--- src/rtl/regwr_arbiter_if.sv ---
// regwr_arbiter_if
// Bundles the signals between the register-file write-port arbiter and its
// neighbours: the writeback stage, the MDU, the decode hazard check and the
// register file write port.
//   slave  modport : arbiter side (requests in, stall/ready/busy/write port out)
//   master modport : pipeline/MDU/regfile side (the mirror image)
// Signals:
//   wb_wren/wb_addr/wb_data          writeback request
//   wb_stall                         writeback must hold off this cycle
//   mdu_issue/mdu_issue_addr         MDU op issued, reserve destination
//   mdu_valid/mdu_ready              MDU result handshake
//   mdu_addr/mdu_data                MDU result destination/data
//   busy_addr_a/b, busy_a/b          decode source hazard query
//   rf_wren/rf_addr_w/rf_data_w      register file write port
interface regwr_arbiter_if;
  logic        wb_wren;
  logic [4:0]  wb_addr;
  logic [31:0] wb_data;
  logic        wb_stall;
  logic        mdu_issue;
  logic [4:0]  mdu_issue_addr;
  logic        mdu_valid;
  logic        mdu_ready;
  logic [4:0]  mdu_addr;
  logic [31:0] mdu_data;
  logic [4:0]  busy_addr_a;
  logic [4:0]  busy_addr_b;
  logic        busy_a;
  logic        busy_b;
  logic        rf_wren;
  logic [4:0]  rf_addr_w;
  logic [31:0] rf_data_w;

  modport slave (
    input  wb_wren, wb_addr, wb_data,
    output wb_stall,
    input  mdu_issue, mdu_issue_addr,
    input  mdu_valid,
    output mdu_ready,
    input  mdu_addr, mdu_data,
    input  busy_addr_a, busy_addr_b,
    output busy_a, busy_b,
    output rf_wren, rf_addr_w, rf_data_w
  );

  modport master (
    output wb_wren, wb_addr, wb_data,
    input  wb_stall,
    output mdu_issue, mdu_issue_addr,
    output mdu_valid,
    input  mdu_ready,
    output mdu_addr, mdu_data,
    output busy_addr_a, busy_addr_b,
    input  busy_a, busy_b,
    input  rf_wren, rf_addr_w, rf_data_w
  );
endinterface

--- src/rtl/regwr_arbiter.sv ---
// regwr_arbiter
// Shares the single register-file write port between the pipeline writeback
// stage (fixed priority) and a one-entry MDU result buffer, and keeps a
// 32-bit scoreboard of destinations reserved by in-flight MDU operations.
// Ports:
//   clk   : clock, all state updates on the rising edge
//   aclr  : synchronous active-high reset
//   bus   : regwr_arbiter_if.slave (writeback, MDU, hazard query, write port)
// Parameter:
//   STARVE_MAX : cycles a buffered MDU result may lose to WB before wb_stall
// Build option:
//   REGWR_ARB_STARVE_EN : when defined, the starvation counter and wb_stall
//                         are built; otherwise wb_stall is tied low and a
//                         buffered result waits for an idle WB cycle.
module regwr_arbiter #(
  parameter int unsigned STARVE_MAX = 4
) (
  input  logic            clk,
  input  logic            aclr,
  regwr_arbiter_if.slave  bus
);

  if ((STARVE_MAX < 1) || (STARVE_MAX > 15)) begin : g_bad_starve_max
    $error("regwr_arbiter: STARVE_MAX must be within 1..15");
  end

  logic        buf_full_q, buf_full_d;
  logic [4:0]  buf_addr_q, buf_addr_d;
  logic [31:0] buf_data_q, buf_data_d;
  logic [31:0] pending_q, pending_d;
  logic        rf_wren_q, rf_wren_d;
  logic [4:0]  rf_addr_q, rf_addr_d;
  logic [31:0] rf_data_q, rf_data_d;

  logic wb_win;
  logic drain;
  logic accept;
  logic mdu_ready;

  assign mdu_ready = !buf_full_q && !aclr;

  always_comb begin
    wb_win = bus.wb_wren && (bus.wb_addr != '0);
    drain  = !wb_win && buf_full_q;
    accept = bus.mdu_valid && mdu_ready;

    rf_wren_d = 1'b0;
    rf_addr_d = '0;
    rf_data_d = '0;
    if (wb_win) begin
      rf_wren_d = 1'b1;
      rf_addr_d = bus.wb_addr;
      rf_data_d = bus.wb_data;
    end else if (drain && (buf_addr_q != '0)) begin
      // A buffered r0 result still drains, just without touching the port.
      rf_wren_d = 1'b1;
      rf_addr_d = buf_addr_q;
      rf_data_d = buf_data_q;
    end

    // Accept only happens while empty, so it never overlaps a drain.
    buf_full_d = buf_full_q;
    buf_addr_d = buf_addr_q;
    buf_data_d = buf_data_q;
    if (accept) begin
      buf_full_d = 1'b1;
      buf_addr_d = bus.mdu_addr;
      buf_data_d = bus.mdu_data;
    end else if (drain) begin
      buf_full_d = 1'b0;
    end

    // Clear first, then set, so a same-cycle reissue keeps the reservation.
    pending_d = pending_q;
    if (drain) begin
      pending_d[buf_addr_q] = 1'b0;
    end
    if (bus.mdu_issue && (bus.mdu_issue_addr != '0)) begin
      pending_d[bus.mdu_issue_addr] = 1'b1;
    end
  end

  always_ff @(posedge clk) begin
    if (aclr) begin
      buf_full_q <= 1'b0;
      buf_addr_q <= '0;
      buf_data_q <= '0;
      pending_q  <= '0;
      rf_wren_q  <= 1'b0;
      rf_addr_q  <= '0;
      rf_data_q  <= '0;
    end else begin
      buf_full_q <= buf_full_d;
      buf_addr_q <= buf_addr_d;
      buf_data_q <= buf_data_d;
      pending_q  <= pending_d;
      rf_wren_q  <= rf_wren_d;
      rf_addr_q  <= rf_addr_d;
      rf_data_q  <= rf_data_d;
    end
  end

`ifdef REGWR_ARB_STARVE_EN
  localparam logic [3:0] STARVE_LIM = 4'(STARVE_MAX);

  logic [3:0] cnt_q, cnt_d;

  // Counts cycles the buffered result loses to WB; saturates so that a WB
  // write issued despite wb_stall leaves the count (and the stall) in place.
  always_comb begin
    cnt_d = cnt_q;
    if (!buf_full_q || drain) begin
      cnt_d = '0;
    end else if (wb_win && (cnt_q != STARVE_LIM)) begin
      cnt_d = cnt_q + 4'd1;
    end
  end

  always_ff @(posedge clk) begin
    if (aclr) begin
      cnt_q <= '0;
    end else begin
      cnt_q <= cnt_d;
    end
  end

  assign bus.wb_stall = buf_full_q && (cnt_q == STARVE_LIM);
`else
  assign bus.wb_stall = 1'b0;
`endif

  assign bus.mdu_ready = mdu_ready;
  assign bus.busy_a    = pending_q[bus.busy_addr_a];
  assign bus.busy_b    = pending_q[bus.busy_addr_b];
  assign bus.rf_wren   = rf_wren_q;
  assign bus.rf_addr_w = rf_addr_q;
  assign bus.rf_data_w = rf_data_q;

endmodule

--- src/flat_wrapper.sv ---
// flat-port wrapper written by rule: the top's interface ports become plain ports
module regwr_arbiter_flat 
#(
  parameter int unsigned STARVE_MAX = 4
)
  (clk, aclr, bus_wb_wren, bus_wb_addr, bus_wb_data, bus_wb_stall, bus_mdu_issue, bus_mdu_issue_addr, bus_mdu_valid, bus_mdu_ready, bus_mdu_addr, bus_mdu_data, bus_busy_addr_a, bus_busy_addr_b, bus_busy_a, bus_busy_b, bus_rf_wren, bus_rf_addr_w, bus_rf_data_w);
  regwr_arbiter_if bus_i ();
  input  logic clk;
  input  logic aclr;
  input wire logic [$bits(bus_i.wb_wren)-1:0] bus_wb_wren;
  input wire logic [$bits(bus_i.wb_addr)-1:0] bus_wb_addr;
  input wire logic [$bits(bus_i.wb_data)-1:0] bus_wb_data;
  output wire logic [$bits(bus_i.wb_stall)-1:0] bus_wb_stall;
  input wire logic [$bits(bus_i.mdu_issue)-1:0] bus_mdu_issue;
  input wire logic [$bits(bus_i.mdu_issue_addr)-1:0] bus_mdu_issue_addr;
  input wire logic [$bits(bus_i.mdu_valid)-1:0] bus_mdu_valid;
  output wire logic [$bits(bus_i.mdu_ready)-1:0] bus_mdu_ready;
  input wire logic [$bits(bus_i.mdu_addr)-1:0] bus_mdu_addr;
  input wire logic [$bits(bus_i.mdu_data)-1:0] bus_mdu_data;
  input wire logic [$bits(bus_i.busy_addr_a)-1:0] bus_busy_addr_a;
  input wire logic [$bits(bus_i.busy_addr_b)-1:0] bus_busy_addr_b;
  output wire logic [$bits(bus_i.busy_a)-1:0] bus_busy_a;
  output wire logic [$bits(bus_i.busy_b)-1:0] bus_busy_b;
  output wire logic [$bits(bus_i.rf_wren)-1:0] bus_rf_wren;
  output wire logic [$bits(bus_i.rf_addr_w)-1:0] bus_rf_addr_w;
  output wire logic [$bits(bus_i.rf_data_w)-1:0] bus_rf_data_w;
  assign bus_i.wb_wren = bus_wb_wren;
  assign bus_i.wb_addr = bus_wb_addr;
  assign bus_i.wb_data = bus_wb_data;
  assign bus_wb_stall = bus_i.wb_stall;
  assign bus_i.mdu_issue = bus_mdu_issue;
  assign bus_i.mdu_issue_addr = bus_mdu_issue_addr;
  assign bus_i.mdu_valid = bus_mdu_valid;
  assign bus_mdu_ready = bus_i.mdu_ready;
  assign bus_i.mdu_addr = bus_mdu_addr;
  assign bus_i.mdu_data = bus_mdu_data;
  assign bus_i.busy_addr_a = bus_busy_addr_a;
  assign bus_i.busy_addr_b = bus_busy_addr_b;
  assign bus_busy_a = bus_i.busy_a;
  assign bus_busy_b = bus_i.busy_b;
  assign bus_rf_wren = bus_i.rf_wren;
  assign bus_rf_addr_w = bus_i.rf_addr_w;
  assign bus_rf_data_w = bus_i.rf_data_w;
  regwr_arbiter #(.STARVE_MAX(STARVE_MAX)) u_core (.clk(clk), .aclr(aclr), .bus(bus_i));
endmodule
--- config.mk ---
export PLATFORM = sky130hd
export DESIGN_NAME = regwr_arbiter_flat
export DESIGN_NICKNAME = d
export VERILOG_FILES = /design/src/rtl/regwr_arbiter_if.sv /design/src/rtl/regwr_arbiter.sv /design/src/flat_wrapper.sv
export SDC_FILE = /design/constraint.sdc
export NUM_CORES = 1
export LEC_CHECK = 0
export CAP_MARGIN = 10
export CORE_MARGIN = 5
export CORE_UTILIZATION = 47
export CTS_CLUSTER_SIZE = 30
export DETAILED_ROUTE_END_ITERATION = 10
export GPL_TIMING_DRIVEN = 1
export HOLD_SLACK_MARGIN = 0.02
export PLACE_DENSITY = 0.89
export SLEW_MARGIN = 10
export SYNTH_ARGS = -nofsm -noshare
export SYNTH_HDL_FRONTEND = slang
export SYNTH_SLANG_ARGS = --single-unit
--- constraint.sdc ---
create_clock -name clk -period 2.2 [get_ports clk]
set_input_delay 0.44 -clock clk [delete_from_list [all_inputs] [get_ports clk]]
set_output_delay 0.44 -clock clk [all_outputs]
set_load 0.01 [all_outputs]
# Yosys cells after proc, flatten, opt, wreduce, memory -nomap -nowiden
# Index checks and enable logic that the tools add are counted.
# W data, S select, Z words.
# classes
n_lt_le_gt_ge	6
n_mux	18
n_bitwise	3
n_reduce_logical	15
# ops
op	count
$mux W32	4
$and A32 B32 Y32	1
$not A32 Y32	1
$or A32 B32 Y32	1
$lt A5 B6 Y1 const B	4
$reduce_bool A5 Y1	3
$bmux W1 S5	2
$demux W1 S5	2
$ge A5 B1 Y1 const B	2
$mux W5	2
$logic_and A1 B1 Y1	8
$mux W1	8
$logic_not A1 Y1	3
$reduce_bool A2 Y1	1
# word_totals
register_bits	108
inputBits	94
out_inout_bits	42
elab_cells	49

# Depth between registers and ports, before layout
# Gate-level depths: netlist of run 1.
# depth
ltp_word	9
mapped_depth	7
depth_no_buf	5

# Worst setup path before layout of run 1
# Ideal clock, no wire load.
# synth_timing
path_type	in2out
start	in bus_busy_addr_a[1]
end	out bus_busy_a
arrival_ns	1.608
required_time_ns	1.760
setup_slack_ns	0.152
path_stages	7
path_buffers	2
path_cell_list	buf_2 > buf_2 > mux2i_1 > a22oi_1 > nand3_1 > nand2_1 > a311o_1
# synth_between
elab_chain_cells	2
# synth_rtl
element	line_no	text
start: declaration	flat_wrapper.sv:20	input wire logic [$bits(bus_i.busy_addr_a)-1:0] bus_busy_addr_a;
$bmux W1 S5	regwr_arbiter.sv:133	assign bus.busy_a = pending_q[bus.busy_addr_a];
$mux W1 (not written as such)	regwr_arbiter.sv:133	
end: declaration	flat_wrapper.sv:22	output wire logic [$bits(bus_i.busy_a)-1:0] bus_busy_a;
# No other way between the ends. The select of a mux whose other input is x is not followed.

# Worst setup path in the final report of run 1
# layout_timing
start	in bus_busy_addr_a[2]
end	out bus_busy_a
# Same word-level chain as after synthesis.

==> metrics.txt, run 1 <==
# TYPE chip_impl_metric gauge
chip_impl_info{name="run_status",value="complete, no violations"} 1
chip_impl_metric{name="detail_route.vias_per_cell",unit=""} 5.419
chip_impl_metric{name="postSynthNetCount",unit=""} 640
chip_impl_metric{name="cts-htree-levels",unit=""} 3
chip_impl_metric{name="timing_worst_slew_pin_value",unit="ps"} 605.9
chip_impl_metric{name="pin_count",unit=""} 136
chip_impl_metric{name="floorplan.die.width",unit="um"} 108.1
chip_impl_metric{name="cp_data_arrival_time",unit="ps"} 1670
chip_impl_metric{name="ctsLongestPathBuffers",unit=""} 2
chip_impl_metric{name="fmaxAchievable",unit="MHz"} 474.8
chip_impl_metric{name="groute.usage.overall",unit="%"} 24.14
chip_impl_metric{name="post_synthesis_area_per_instance",unit="um^2"} 8.289
chip_impl_metric{name="place.gp.congestion",unit=""} 0.9989
chip_impl_metric{name="nets",unit=""} 791
chip_impl_metric{name="setup_skew_after_layout",unit="ps"} 15.04
chip_impl_metric{name="max-vdd-ir-drop",unit="mV"} 0.3844
chip_impl_metric{name="timing.reg2reg.worst_path_depth",unit=""} 3
chip_impl_metric{name="post-place-ws",unit="ps"} -631.4
chip_impl_info{name="r2r_end",value="u_core.pending_q[17]"} 1
chip_impl_metric{name="setup-violations-final",unit=""} 0
chip_impl_metric{name="number_of_antenna_violations_at_the_first_check_in_global_routing",unit=""} 0
chip_impl_info{name="cts_tree",value="built"} 1
chip_impl_metric{name="drt_wl_total",unit="mm"} 14.24
chip_impl_metric{name="max_stage_delay",unit="ps"} 340
chip_impl_metric{name="clkSinkCount",unit=""} 108
chip_impl_metric{name="final.period_utilization",unit="%"} 95.73
chip_impl_info{name="crit_end_category",value="output port"} 1
chip_impl_metric{name="minimum_period_implied_by_the_final_worst_setup_slack",unit="ps"} 2106
chip_impl_metric{name="worst_slack",unit="ps"} 93.88
chip_impl_metric{name="grtUsageMet3",unit="%"} 6.328
chip_impl_metric{name="port-buffer-count",unit=""} 134
chip_impl_metric{name="power.density",unit="nW/um^2"} 600.6
chip_impl_metric{name="drv_slew",unit=""} 0
chip_impl_metric{name="detailroute.via_count",unit=""} 4503
chip_impl_metric{name="die-area",unit="um^2"} 11690
chip_impl_metric{name="first_pass_grt_wire_length",unit="mm"} 22.33
chip_impl_metric{name="grt_util_met1",unit="%"} 29.41
chip_impl_metric{name="drt-wirelength-per-cell",unit="um"} 17.13
chip_impl_info{name="timing.critical_path.slowest_stage_cell",value="a311o_1"} 1
chip_impl_metric{name="dp.cells",unit=""} 806
chip_impl_metric{name="layoutNonFillerInstCount",unit=""} 831
chip_impl_info{name="min_from",value="u_core.buf_data_q[30]"} 1
chip_impl_metric{name="hold_depth",unit=""} 2
chip_impl_metric{name="critPathBufInv",unit=""} 3
chip_impl_info{name="critPathKind",value="primary input to output port"} 1
chip_impl_metric{name="total_number_of_yosys_warnings",unit=""} 0
chip_impl_info{name="timing.critical_path.max_delay_family",value="buffers and inverters"} 1
chip_impl_metric{name="first_global_vias",unit=""} 4526
chip_impl_metric{name="rows",unit=""} 35
chip_impl_metric{name="cts_made_buffers",unit=""} 9
chip_impl_metric{name="maxcap_violations",unit=""} 0
chip_impl_metric{name="critical_path_required",unit="ps"} 1760
chip_impl_metric{name="seq_area_frac_synth",unit="%"} 47.77
chip_impl_metric{name="drt_iter0_drc",unit=""} 296
chip_impl_metric{name="hold_viol_final",unit=""} 0
chip_impl_metric{name="drc",unit=""} 0
chip_impl_metric{name="post_synthesis_cell_area",unit="um^2"} 4526
chip_impl_info{name="global_route.peak_usage_layer",value="met2"} 1
chip_impl_metric{name="clk_pin_slew",unit="ps"} 110
chip_impl_info{name="worstHoldPathType",value="flop to flop"} 1
chip_impl_metric{name="start_util",unit="%"} 48.52
chip_impl_metric{name="globalRouteMet2Util",unit="%"} 42.18
chip_impl_info{name="cp-startpoint",value="bus_busy_addr_a[2]"} 1
chip_impl_metric{name="floorplan.die.height",unit="um"} 108.1
chip_impl_metric{name="pin_count_of_the_biggest_net_entering_global_routing",unit=""} 53
chip_impl_info{name="reg_to_reg_critical_path_startpoint",value="u_core.buf_addr_q[4]"} 1
chip_impl_metric{name="area_growth_syn_to_layout",unit="%"} 43.68
chip_impl_metric{name="synth_seq_cells",unit=""} 108
chip_impl_metric{name="timing.slew.headroom",unit="%"} 59.46
chip_impl_metric{name="globalRoute.totalOverflow",unit=""} 0
chip_impl_metric{name="firstDrtPassIters",unit=""} 5
chip_impl_metric{name="netlist_instances",unit=""} 546
chip_impl_metric{name="post-layout-total-power",unit="mW"} 3.905
chip_impl_metric{name="p_leak",unit="nW"} 2.461
chip_impl_metric{name="floorplan.core_area",unit="um^2"} 9328
chip_impl_metric{name="fraction_of_layout_instances_using_a_drive_strength_above_1",unit="%"} 16.10
chip_impl_info{name="timing.hold.worst_endpoint",value="u_core.bus.rf_data_w[30]"} 1
chip_impl_metric{name="dp_hpwl",unit="mm"} 10.46
chip_impl_metric{name="clk_latency",unit="ps"} 370
chip_impl_metric{name="r2r_slack",unit="ps"} 660
chip_impl_info{name="setup.worst_path.start_class",value="primary input"} 1
chip_impl_info{name="critical_path.cell_chain",value="clkdlybuf4s15_1, nor2b_2, buf_4, a22oi_2, nand4b_1, a21oi_1, a311o_1, buf_2"} 1
chip_impl_info{name="clockRootBuffer",value="clkbuf_8"} 1
chip_impl_metric{name="n_fill_cell",unit=""} 726
chip_impl_metric{name="postCtsHoldBufs",unit=""} 0
chip_impl_metric{name="critical_path_peak_fanout",unit=""} 4
chip_impl_metric{name="detail-route-antenna-nets",unit=""} 0
chip_impl_metric{name="antenna_cells",unit=""} 0
chip_impl_metric{name="post_synth_num_cell_types",unit=""} 34
through the flow:
| stage | hold WS [ps] | TNS (ps) | util [%] | area, um^2 |
|---|---|---|---|---|
| 3_3_place_gp | 449.7 | -6485 | 66.25 | 6180 |
| 4_1_cts | 476.8 | 0 | 69.46 | 6479 |
| 3_5_place_dp | 464.0 | -8769 | 66.25 | 6180 |
| 6_report | 474.7 | 0 | 69.71 | 6502 |
| 2_1_floorplan | 438.2 | 0 | - | 4526 |
| 5_1_grt | 499.0 | -12.10 | 69.71 | 6502 |
synthesized netlist by cell type (all sizes together):
master  number  area, um^2
a211oi       2       15.01
a21o         1       7.510
a21oi       40       204.0
a22oi       11       82.58
a311o        2       20.02
and2         5       33.78
and3         1       6.260
buf         13       81.32
clkbuf      21       78.83
conb         1       3.750
dfxtp      108        2162
inv          1       3.750
mux2i       32       320.3
nand2      156       593.1
nand2b       5       31.28
nand3        9       45.04
nand3b       3       22.52
nand4        1       6.260
nand4b       4       35.03
nor2        16       60.06
nor2b        6       37.54
nor3         3       15.01
o21ai      101       625.6
or3          1       6.260
or3b         2       17.52
or4          1       11.26
how the worst max path moves through the flow:
| stage | end | depth (start not counted) |
|---|---|---|
| finish | bus_busy_a | 8 |
| global route | bus_busy_a | 8 |
| CTS | bus_busy_b | 7 |
| detailed placement | bus_busy_b | 8 |
| global placement | bus_busy_b | 8 |
| floorplan | bus_busy_a | 7 |
repair_timing:
| item | 4_1_cts | 5_1_grt |
|---|---|---|
| gates resized for setup | 39 | 14 |
| pin swaps | 1 | 2 |
| gates cloned | 2 | 0 |
| setup endpoints to repair | 2 | 2 |
| buffers inserted | 7 | 0 |
report_power, final:
part           internal, mW  leakage (nW)  total (mW)  switching [mW]
clock                 0.430        0.0967        1.13           0.696
sequential             2.05         0.885        2.10          0.0543
combinational         0.368          1.48       0.678           0.310
routing by layer:
layer / part of all wire, % / up-vias
li1: - / 2166
met1: 40 / 2117
met2: 49 / 202
met3: 9.2 / 18
met4: 1.5 / 0
met5: 0 / -
worst reg2reg max path, delay by kind of cell (launching register included):
kind | cells | cell delay [ps]
flops | 1 | 640
simple gates | 1 | 520
compound gates | 2 | 260
state kept, by name, indices dropped and copies added, names as in the netlist:
register,flops
u_core.pending_q,32
u_core.bus.rf_addr_w,5
u_core.bus.rf_data_w,32
u_core.buf_addr_q,5
u_core.buf_data_q,32
u_core.buf_full_q,1
u_core.bus.rf_wren,1
cells by family after synthesis:
| logic type | after synthesis | synth area share, % |
|---|---|---|
| compound gates | 157 | 21.09 |
| mux | 32 | 7.078 |
| buf+inv | 35 | 3.622 |
| simple gates | 213 | 20.35 |
| other cells | 1 | 0.08286 |
| flops | 108 | 47.77 |
area by class of cell:
type	count	area [um^2]	share of cell area (%)
Clock buffer	9	123.9	1.905
Clock inverter	7	61.31	0.9429
Inverter	1	3.754	0.05773
Multi-Input combinational cell	403	2260	34.75
Sequential cell	108	2165	33.29
Tap cell	129	161.4	2.482
Timing Repair Buffer	174	1728	26.57
cells in the final DEF (no fill, tap or decap), types with 2 or more instances in the layout:
| cell | instances |
|---|---|
| clkinv_2 | 2 |
| nand2b_1 | 5 |
| buf_12 | 6 |
| a22oi_1 | 9 |
| inv_6 | 2 |
| o21ai_0 | 71 |
| clkinv_4 | 2 |
| and2_4 | 3 |
| buf_4 | 34 |
| dfxtp_2 | 2 |
| nor2_1 | 14 |
| a211oi_1 | 2 |
| or3b_2 | 2 |
| nor3_1 | 3 |
| a311o_1 | 2 |
| nand3_1 | 9 |
| nor2b_4 | 2 |
| nand2_1 | 155 |
| a21oi_1 | 39 |
| nand4b_1 | 4 |
| dlygate4sd2_1 | 4 |
| clkdlybuf4s50_1 | 122 |
| clkbuf_2 | 3 |
| mux2i_1 | 30 |
| o21ai_2 | 29 |
| nand3b_1 | 3 |
| nor2b_1 | 3 |
| buf_16 | 2 |
| dfxtp_1 | 106 |
| a22oi_2 | 2 |
| clkbuf_8 | 9 |
No activity file was read; power rests on OpenSTA's default activity.
==> inputs of run 2 (changes only) <==
--- a/config.mk
+++ b/config.mk
@@ -6,13 +6,12 @@
 export NUM_CORES = 1
 export LEC_CHECK = 0
 export CAP_MARGIN = 10
-export CORE_MARGIN = 5
 export CORE_UTILIZATION = 47
 export CTS_CLUSTER_SIZE = 30
 export DETAILED_ROUTE_END_ITERATION = 10
 export GPL_TIMING_DRIVEN = 1
 export HOLD_SLACK_MARGIN = 0.02
-export PLACE_DENSITY = 0.89
+export PLACE_DENSITY = 0.84
 export SLEW_MARGIN = 10
 export SYNTH_ARGS = -nofsm -noshare
 export SYNTH_HDL_FRONTEND = slang
==> run 2 against run 1 <==
Non-clock buffer count down 2; count of clock-buffer cells in the layout up 2; clock skew up 4.1 ps; sequential power about the same.
==> metrics.txt, run 2 (same netlist as run 1, synthesis figures left out) <==
# TYPE chip_impl_metric gauge
chip_impl_info{name="run_status",value="complete, no violations"} 1
chip_impl_metric{name="area_growth_syn_to_layout",unit="%"} 43.02
chip_impl_metric{name="rows",unit=""} 35
chip_impl_info{name="worstHoldPathType",value="flop to flop"} 1
chip_impl_metric{name="place.gp.congestion",unit=""} 0.9141
chip_impl_metric{name="cts-htree-levels",unit=""} 3
chip_impl_info{name="critPathKind",value="primary input to output port"} 1
chip_impl_metric{name="drv_slew",unit=""} 0
chip_impl_info{name="mostFrequentLayoutCells",value="nand2_1 (155), clkdlybuf4s50_1 (122), dfxtp_1 (108)"} 1
chip_impl_metric{name="pin_count_of_the_biggest_net_entering_global_routing",unit=""} 40
chip_impl_metric{name="nets",unit=""} 789
chip_impl_metric{name="clk_pin_slew",unit="ps"} 90
chip_impl_metric{name="setup-violations-final",unit=""} 0
chip_impl_metric{name="met1_length",unit="mm"} 5.409
chip_impl_metric{name="number_of_antenna_violations_at_the_first_check_in_global_routing",unit=""} 0
chip_impl_metric{name="p_leak",unit="nW"} 2.450
chip_impl_metric{name="maxcap_violations",unit=""} 0
chip_impl_metric{name="cts_made_buffers",unit=""} 9
chip_impl_metric{name="post-layout-total-power",unit="mW"} 3.886
chip_impl_metric{name="minimum_period_implied_by_the_final_worst_setup_slack",unit="ps"} 2164
chip_impl_metric{name="port-buffer-count",unit=""} 134
chip_impl_metric{name="final.period_utilization",unit="%"} 98.37
chip_impl_metric{name="timing.reg2reg.worst_path_depth",unit=""} 3
chip_impl_info{name="cts_tree",value="built"} 1
chip_impl_metric{name="floorplan.core_area",unit="um^2"} 9284
chip_impl_metric{name="power.density",unit="nW/um^2"} 600.4
chip_impl_info{name="reg_to_reg_critical_path_startpoint",value="u_core.buf_addr_q[3]"} 1
chip_impl_metric{name="regArea",unit="um^2"} 2162
chip_impl_metric{name="globalRoute.totalOverflow",unit=""} 0
chip_impl_metric{name="n_fill_cell",unit=""} 747
chip_impl_metric{name="max-vdd-ir-drop",unit="mV"} 0.5453
chip_impl_metric{name="pin_count",unit=""} 136
chip_impl_info{name="layout_commonest_cell",value="nand2_1"} 1
chip_impl_metric{name="timing_worst_slew_pin_value",unit="ps"} 513.0
chip_impl_metric{name="drt-wirelength-per-cell",unit="um"} 15.83
chip_impl_info{name="crit_end_category",value="output port"} 1
chip_impl_metric{name="detail-route-antenna-nets",unit=""} 0
chip_impl_metric{name="die-area",unit="um^2"} 10030
chip_impl_metric{name="drt_iter0_drc",unit=""} 321
chip_impl_metric{name="fraction_of_layout_instances_using_a_drive_strength_above_1",unit="%"} 15.14
chip_impl_metric{name="groute.usage.overall",unit="%"} 27.26
chip_impl_metric{name="hold_viol_final",unit=""} 0
chip_impl_info{name="grt_setup_unrepaired",value="yes"} 1
chip_impl_metric{name="drc",unit=""} 0
chip_impl_metric{name="final_util",unit="%"} 69.72
chip_impl_metric{name="finalHoldWorstSlack",unit="ps"} 468.4
chip_impl_metric{name="critical_path_peak_fanout",unit=""} 8
chip_impl_metric{name="detailroute.via_count",unit=""} 4451
chip_impl_metric{name="ctsLongestPathBuffers",unit=""} 2
chip_impl_metric{name="timing.slew.headroom",unit="%"} 65.67
chip_impl_metric{name="floorplan.die.width",unit="um"} 100.1
chip_impl_info{name="cp-startpoint",value="bus_busy_addr_b[1]"} 1
chip_impl_info{name="setup.worst_path.end",value="bus_busy_b"} 1
chip_impl_info{name="setup.worst_path.start_class",value="primary input"} 1
chip_impl_metric{name="r2r_slack",unit="ps"} 590
chip_impl_metric{name="cp_data_arrival_time",unit="ps"} 1720
chip_impl_metric{name="route.met2.wl",unit="mm"} 6.395
chip_impl_metric{name="met3_length",unit="mm"} 1.145
chip_impl_metric{name="postCtsHoldBufs",unit=""} 0
chip_impl_info{name="r2r_end",value="u_core.pending_q[10]"} 1
chip_impl_metric{name="clk_latency",unit="ps"} 370
chip_impl_metric{name="first_pass_grt_wire_length",unit="mm"} 21.71
chip_impl_info{name="min_from",value="u_core.buf_data_q[1]"} 1
chip_impl_metric{name="start_util",unit="%"} 48.75
chip_impl_info{name="clockRootBuffer",value="clkbuf_8"} 1
chip_impl_metric{name="fmaxAchievable",unit="MHz"} 462.1
chip_impl_metric{name="clkSinkCount",unit=""} 108
chip_impl_metric{name="critical_path_required",unit="ps"} 1760
chip_impl_metric{name="multi_input_area",unit="um^2"} 2231
chip_impl_metric{name="drt_wl_total",unit="mm"} 13.12
chip_impl_metric{name="dp_hpwl",unit="mm"} 9.681
chip_impl_metric{name="antenna_cells",unit=""} 0
chip_impl_info{name="highest-signal-layer",value="met4"} 1
chip_impl_metric{name="setup_tns",unit="ps"} 0
chip_impl_metric{name="detail_route.vias_per_cell",unit=""} 5.369
chip_impl_metric{name="floorplan.die.height",unit="um"} 100.1
chip_impl_metric{name="firstDrtPassIters",unit=""} 5
chip_impl_metric{name="first_global_vias",unit=""} 4474
chip_impl_metric{name="setup_skew_after_layout",unit="ps"} 19.18
## run 2: report_power, final
group | switching [mW] | internal, mW | leakage (nW)
clock network | 0.687 | 0.432 | 0.0900
logic | 0.302 | 0.367 | 1.48
registers | 0.0506 | 2.05 | 0.884
total | 1.04 | 2.85 | 2.45
## run 2: timing repair
item	in CTS	in global routing
gates resized for setup	35	10
endpoints found under the setup margin	2	2
cloned	2	0
endpoints found under the hold margin	0	0
setup buffers	2	0
pin swaps	0	0
## run 2: layout make-up
cell class              count  share of cell area (%)
repair buffers            172                   26.83
clock inverters             5                  0.7153
multi-input cells         403                   34.47
flip-flops and latches    108                   33.40
well taps                 129                   2.494
inverters                   1                 0.05799
clock buffers              11                   2.030
## run 2: layer usage
layer	track usage [%]	vias up
met3	7.521	15
met4	7.692	0
li1	-	2158
met1	34.26	2088
met5	0	-
met2	45.89	190
## run 2: worst min-delay path by stage
stage / end / slack (ps) / cells after the start
floorplan: u_core.buf_data_q[31] / 440 / 2
global placement: u_core.buf_data_q[31] / 450 / 2
detailed placement: u_core.buf_data_q[1] / 460 / 2
CTS: u_core.buf_data_q[1] / 470 / 2
global route: u_core.bus.rf_data_w[25] / 490 / 2
finish: u_core.buf_data_q[1] / 470 / 2
## run 2: per-stage QoR
stage	area (um^2)	std cells	setup WS (ps)
detailed placement	6215	809	-624.9
global placement	6215	809	-610.2
CTS	6471	829	3.244
floorplan	4526	546	152.2
global route	6472	829	-27.09
finish	6472	829	35.95
## run 2: worst max-delay path, cell delays in order
cell	delay [ps]
clkbuf_4	160
buf_12	140
mux2i_1	210
nand2_1	70
nand4b_1	120
a21oi_2	40
a311o_1	310
clkdlybuf4s15_2	220
==> inputs of run 3 (changes only) <==
==> constraint.sdc (replaced) <==
create_clock -name clk -period 2 [get_ports clk]
set_input_delay 0.4 -clock clk [delete_from_list [all_inputs] [get_ports clk]]
set_output_delay 0.4 -clock clk [all_outputs]
set_load 0.01 [all_outputs]
==> run 3 against run 2 <==
The run now ends with negative setup slack left; critical path depth stayed put; clock power increased by 9.8%; hold slack got worse by 55 ps; via count increased by 0.49%; non-clock buffer count increased by 4; wire length is 4.3% higher; sequential power increased by 10%.
==> metrics.txt, run 3 (same netlist as run 1, synthesis figures left out) <==
# TYPE chip_impl_metric gauge
chip_impl_metric{name="cts-htree-levels",unit=""} 3
chip_impl_metric{name="maxcap_violations",unit=""} 0
chip_impl_metric{name="nets",unit=""} 793
chip_impl_info{name="run_status",value="finished, violations left"} 1
chip_impl_metric{name="fraction_of_layout_instances_using_a_drive_strength_above_1",unit="%"} 17.05
chip_impl_metric{name="critical_path_required",unit="ps"} 1600
chip_impl_metric{name="critPathBufInv",unit=""} 3
chip_impl_info{name="crit_end_category",value="output port"} 1
chip_impl_metric{name="clk_pin_slew",unit="ps"} 100
chip_impl_metric{name="max_stage_delay",unit="ps"} 310
chip_impl_info{name="critPathKind",value="primary input to output port"} 1
chip_impl_metric{name="drt_iter0_drc",unit=""} 263
chip_impl_metric{name="clk_latency",unit="ps"} 380
chip_impl_metric{name="minimum_period_implied_by_the_final_worst_setup_slack",unit="ps"} 2008
chip_impl_metric{name="pin_count",unit=""} 136
chip_impl_metric{name="met3_length",unit="mm"} 1.163
chip_impl_metric{name="setup_skew_after_layout",unit="ps"} 12.35
chip_impl_metric{name="place.gp.congestion",unit=""} 0.9751
chip_impl_metric{name="p_leak",unit="nW"} 2.531
chip_impl_info{name="reg_to_reg_critical_path_startpoint",value="u_core.buf_addr_q[3]"} 1
chip_impl_metric{name="finalHoldWorstSlack",unit="ps"} 413.8
chip_impl_metric{name="ctsLongestPathBuffers",unit=""} 2
chip_impl_metric{name="floorplan.die.height",unit="um"} 100.1
chip_impl_metric{name="final.period_utilization",unit="%"} 100.4
chip_impl_metric{name="setup-violations-final",unit=""} 1
chip_impl_metric{name="final_util",unit="%"} 70.89
chip_impl_metric{name="die-area",unit="um^2"} 10030
chip_impl_metric{name="drc",unit=""} 0
chip_impl_metric{name="r2r_slack",unit="ps"} 440
chip_impl_metric{name="firstDrtPassIters",unit=""} 5
chip_impl_metric{name="route.met2.wl",unit="mm"} 6.858
chip_impl_metric{name="clkSinkCount",unit=""} 108
chip_impl_info{name="mostFrequentLayoutCells",value="nand2_1 (149), clkdlybuf4s50_1 (119), dfxtp_1 (103)"} 1
chip_impl_info{name="timing.critical_path.max_delay_family",value="compound AO/OA/AOI/OAI gates"} 1
chip_impl_info{name="cp-startpoint",value="bus_busy_addr_b[1]"} 1
chip_impl_info{name="failed_checks",value="negative setup slack"} 1
chip_impl_metric{name="n_fill_cell",unit=""} 711
chip_impl_metric{name="globalRoute.totalOverflow",unit=""} 0
chip_impl_info{name="min_from",value="bus_wb_addr[0]"} 1
chip_impl_metric{name="drt_wl_total",unit="mm"} 13.69
chip_impl_info{name="layout_commonest_cell",value="nand2_1"} 1
chip_impl_metric{name="floorplan.die.width",unit="um"} 100.1
chip_impl_metric{name="cp_data_arrival_time",unit="ps"} 1610
chip_impl_metric{name="power.density",unit="nW/um^2"} 654.2
chip_impl_metric{name="postCtsHoldBufs",unit=""} 0
chip_impl_metric{name="dp_hpwl",unit="mm"} 9.620
chip_impl_metric{name="met1_length",unit="mm"} 5.366
chip_impl_metric{name="port-buffer-count",unit=""} 134
chip_impl_metric{name="rows",unit=""} 35
chip_impl_metric{name="cts_made_buffers",unit=""} 9
chip_impl_metric{name="fmaxAchievable",unit="MHz"} 498.0
chip_impl_metric{name="first_pass_grt_wire_length",unit="mm"} 20.91
chip_impl_metric{name="number_of_antenna_violations_at_the_first_check_in_global_routing",unit=""} 0
chip_impl_info{name="cts_tree",value="built"} 1
chip_impl_metric{name="start_util",unit="%"} 48.75
chip_impl_metric{name="drt-wirelength-per-cell",unit="um"} 16.43
chip_impl_metric{name="area_growth_syn_to_layout",unit="%"} 45.42
chip_impl_info{name="timing.critical_path.slowest_stage_cell",value="a311o_1"} 1
chip_impl_info{name="setup.worst_path.start_class",value="primary input"} 1
chip_impl_metric{name="worst_slack",unit="ps"} -8.019
chip_impl_info{name="highest-signal-layer",value="met4"} 1
chip_impl_metric{name="detail_route.vias_per_cell",unit=""} 5.370
chip_impl_metric{name="floorplan.core_area",unit="um^2"} 9284
chip_impl_metric{name="pin_count_of_the_biggest_net_entering_global_routing",unit=""} 56
chip_impl_info{name="worstHoldPathType",value="primary input to flop"} 1
chip_impl_metric{name="hold_viol_final",unit=""} 0
chip_impl_metric{name="detail-route-antenna-nets",unit=""} 0
chip_impl_info{name="clockRootBuffer",value="clkbuf_8"} 1
chip_impl_metric{name="groute.usage.overall",unit="%"} 26.83
chip_impl_metric{name="max-vdd-ir-drop",unit="mV"} 0.4602
chip_impl_metric{name="antenna_cells",unit=""} 0
chip_impl_info{name="grt_setup_unrepaired",value="yes"} 1
chip_impl_metric{name="first_global_vias",unit=""} 4382
chip_impl_metric{name="critical_path_peak_fanout",unit=""} 8
chip_impl_info{name="critical_path.cell_chain",value="buf_4, buf_12, mux2i_1, a22oi_1, nand3_1, nand2_1, a311o_1, buf_2"} 1
chip_impl_metric{name="drv_slew",unit=""} 0
chip_impl_metric{name="detailroute.via_count",unit=""} 4473
-- run 3: final timing paths --
| kind | cells past startpoint | end |
|---|---|---|
| worst max register to register | 3 | u_core.pending_q[10] |
| worst min-delay path | 4 | u_core.bus.rf_addr_w[0] |
| worst max-delay path | 8 | bus_busy_b |
| worst min register to register | 2 | u_core.bus.rf_data_w[1] |
-- run 3: through the flow --
stage / instance area, um^2 / setup WS [ps] / power (mW) / instances / TNS [ps]
after floorplan: 4526 / 32.19 / 2.652 / 546 / 0
after global placement: 6200 / -708.0 / 3.046 / 807 / -20970
after detailed placement: 6200 / -739.8 / 3.068 / 807 / -22350
after CTS: 6469 / 0.7713 / 4.296 / 829 / 0
after global routing: 6581 / -54.21 / 4.469 / 833 / -96.94
final: 6581 / -8.019 / 4.306 / 833 / -8.019
-- run 3: layout make-up --
class	count	area, um^2	area share, %
inverter	1	3.754	0.05703
timing repair buffer	176	1826	27.74
multi-input combinational	403	2245	34.11
tap	129	161.4	2.452
clock buffer	11	131.4	1.996
clock inverter	5	46.29	0.7034
sequential	108	2168	32.95
-- run 3: worst reg2reg max path, cell delays in order (launching register included) --
cell	delay, ps
dfxtp_1	620
or3b_2	530
o21ai_0	190
a21oi_1	90
-- run 3: repair_timing --
| item | in CTS | in global routing |
|---|---|---|
| cloned | 2 | 3 |
| setup buffers | 4 | 1 |
| setup endpoints to repair | 2 | 25 |
| pin swaps | 1 | 9 |
| gates resized for setup | 34 | 35 |
-- run 3: layer usage --
layer / global-route usage (%) / up-vias
li1: - / 2168
met1: 32.25 / 2070
met2: 46.00 / 207
met3: 6.964 / 28
met4: 10.26 / 0
met5: 0 / -
-- run 3: report_power, final --
group / switching (mW) / leakage (nW) / total, mW / internal [mW]
combinational: 0.346 / 1.55 / 0.765 / 0.419
sequential: 0.0541 / 0.886 / 2.31 / 2.25
clock: 0.760 / 0.0900 / 1.23 / 0.475
==> variant, RTL diff (flow settings as in run 3) <==
Add a define of `REGWR_ARB_STARVE_EN`.
--- a/src/rtl/regwr_arbiter.sv
+++ b/src/rtl/regwr_arbiter.sv
@@ -12,6 +12,8 @@
 //   REGWR_ARB_STARVE_EN : when defined, the starvation counter and wb_stall
 //                         are built; otherwise wb_stall is tied low and a
 //                         buffered result waits for an idle WB cycle.
+`define REGWR_ARB_STARVE_EN
+
 module regwr_arbiter #(
   parameter int unsigned STARVE_MAX = 4
 ) (
Check against the original RTL: not equivalent (a bounded check fails within 10 cycles, from zero or initial values).
==> variant against run 3 <==
- the run still ends with negative setup slack left
- power grew 11%
- combinational power rose by 2%
- sequential cell count rose by 4
- area after synthesis increased by 0.83%
- routed wire length is 3.6% higher
- register-to-register slack lost 0.19 ns
- design area increased by 4.1%
- worst setup slack worse by 0.0045 ns
- largest cell class unchanged
- clock skew rose by 0.0023 ns
==> variant: results <==
INSERT INTO impl_metrics (metric_group, metric, value, unit) VALUES
('routing', 'drt_iter0_markers', '271', ''),
('logic_synthesis', 'synth_compound_gate_area_share', '0.218', ''),
('logic_synthesis', 'synth-adder-area-share', '0.00548', ''),
('sta', 'setup_ws', '-0.0125', 'ns'),
('outcome', 'status', 'finished with violations', ''),
('routing', 'route.detailed.wl_per_inst', '17.0', 'um'),
('sta', 'timing.clock.skew', '0.0146', 'ns'),
('cells_and_area', 'layout.filler_cells', '665', ''),
('logic_synthesis', 'synth.top_cells.by_area', 'dfxtp_1 (49%), nand2_1 (11%), o21ai_0 (8.0%), mux2i_1 (7.0%), o311ai_0 (3.3%)', ''),
('global_routing', 'pin_count_of_the_biggest_net_entering_global_routing', '36', ''),
('place', 'placed_area', '6300', 'um^2'),
('cells_and_area', 'final_net_count', '795', ''),
('pwr', 'switching_share_of_power', '0.250', ''),
('logic_synthesis', 'syn_nets', '626', ''),
('logic_synthesis', 'synth_common_cells', 'nand2_1 (128), dfxtp_1 (112), o21ai_0 (73)', ''),
('logic_synthesis', 'distinct_cell_type_count_of_the_synthesized_netlist', '38', ''),
('logic_synthesis', 'synth_area_in_xor_xnor', '0.00192', ''),
('pwr', 'vdd_ir_drop_max', '0.000619', 'V'),
('place', 'place.gp.congestion', '0.971', ''),
('clock_tree', 'insertion_delay', '0.36', 'ns'),
('cells_and_area', 'post_route_cells_drive_above_1_share', '0.162', ''),
('global_routing', 'grt_pass1_wl', '22600', 'um'),
('sta', 'setup-violations-final', '1', ''),
('outcome', 'failing_checks', 'negative setup slack', ''),
('logic_synthesis', 'synth_cells', '530', '');
==> variant: cell count changes in the layout (fill, tap and decap cells not counted), moves of 4 or more <==
| cell | change |
|---|---|
| o311ai_2 | +7 |
| o311ai_0 | +5 |
| o21ai_2 | -29 |
| nand2_2 | -5 |
| nand3_1 | +4 |
| a21oi_1 | -28 |
| o21ai_1 | +24 |
| buf_4 | +16 |
| dlygate4sd2_1 | +5 |
| o311ai_1 | +18 |
| nand2_1 | -22 |
==> variant: critical path, cell delays in order <==
cell and delay (ns):
clkdlybuf4s50_1 0.47, nand2b_1 0.13, a21oi_2 0.04, nand3_1 0.08, nand2_1 0.06, a311o_1 0.27
buf_2 0.14
==> variant: metal layers <==
metal / track usage / part of all wire
met3: 0.0957 / 0.11
met2: 0.486 / 0.48
met1: 0.319 / 0.37
met5: 0 / 0
met4: 0.152 / 0.035
==> variant: final timing paths <==
| path | cells past startpoint | endpoint | slack (ns) | start |
|---|---|---|---|---|
| worst max register to register | 5 | u_core.bus.rf_data_w[25] | 0.25 | u_core.buf_addr_q[2] |
| worst min-delay path | 4 | u_core.bus.rf_addr_w[0] | 0.41 | bus_wb_addr[0] |
| worst min register to register | 2 | u_core.bus.rf_data_w[8] | 0.47 | u_core.buf_data_q[8] |
| worst max-delay path | 7 | bus_busy_a | -0.01 | bus_busy_addr_a[3] |
==> variant: cells by family after synthesis <==
kind of cell	count (synthesis)
xor+xnor	1
flops	112
simple gates	186
compound gates	161
buf+inv	36
mux	32
fa+ha+maj	2
==> variant: cell type report <==
| cell class | count | area, um^2 | area share |
|---|---|---|---|
| clock inverter | 7 | 126 | 0.0184 |
| sequential | 112 | 2260 | 0.330 |
| tap | 129 | 161 | 0.0236 |
| timing repair buffer | 188 | 1850 | 0.270 |
| inverter | 4 | 15.0 | 0.00219 |
| multi-input combinational | 384 | 2320 | 0.338 |
| clock buffer | 9 | 124 | 0.0181 |
==> variant: timing repair <==
action	in CTS	in global routing
hold buffers	0	0
pin swaps	2	4
gates cloned	4	0
gates resized for setup	49	43
setup endpoints to repair	36	44
buffers inserted	8	7
==> variant: power groups by stage <==
stage | clock, mW | combinational (mW) | sequential (mW)
2_1_floorplan | 0 | 0.276 | 2.43
3_3_place_gp | 0 | 0.703 | 2.42
3_5_place_dp | 0 | 0.719 | 2.42
4_1_cts | 1.64 | 0.752 | 2.38
5_1_grt | 1.74 | 0.838 | 2.39
6_report | 1.63 | 0.780 | 2.37
==> variant: stage by stage <==
| stage | setup TNS [ns] | total power, mW |
|---|---|---|
| finish | -0.0125 | 4.79 |
| CTS | -0.111 | 4.77 |
| detailed placement | -29.04 | 3.14 |
| floorplan | 0 | 2.71 |
| global placement | -25.22 | 3.12 |
| global route | -0.127 | 4.96 |
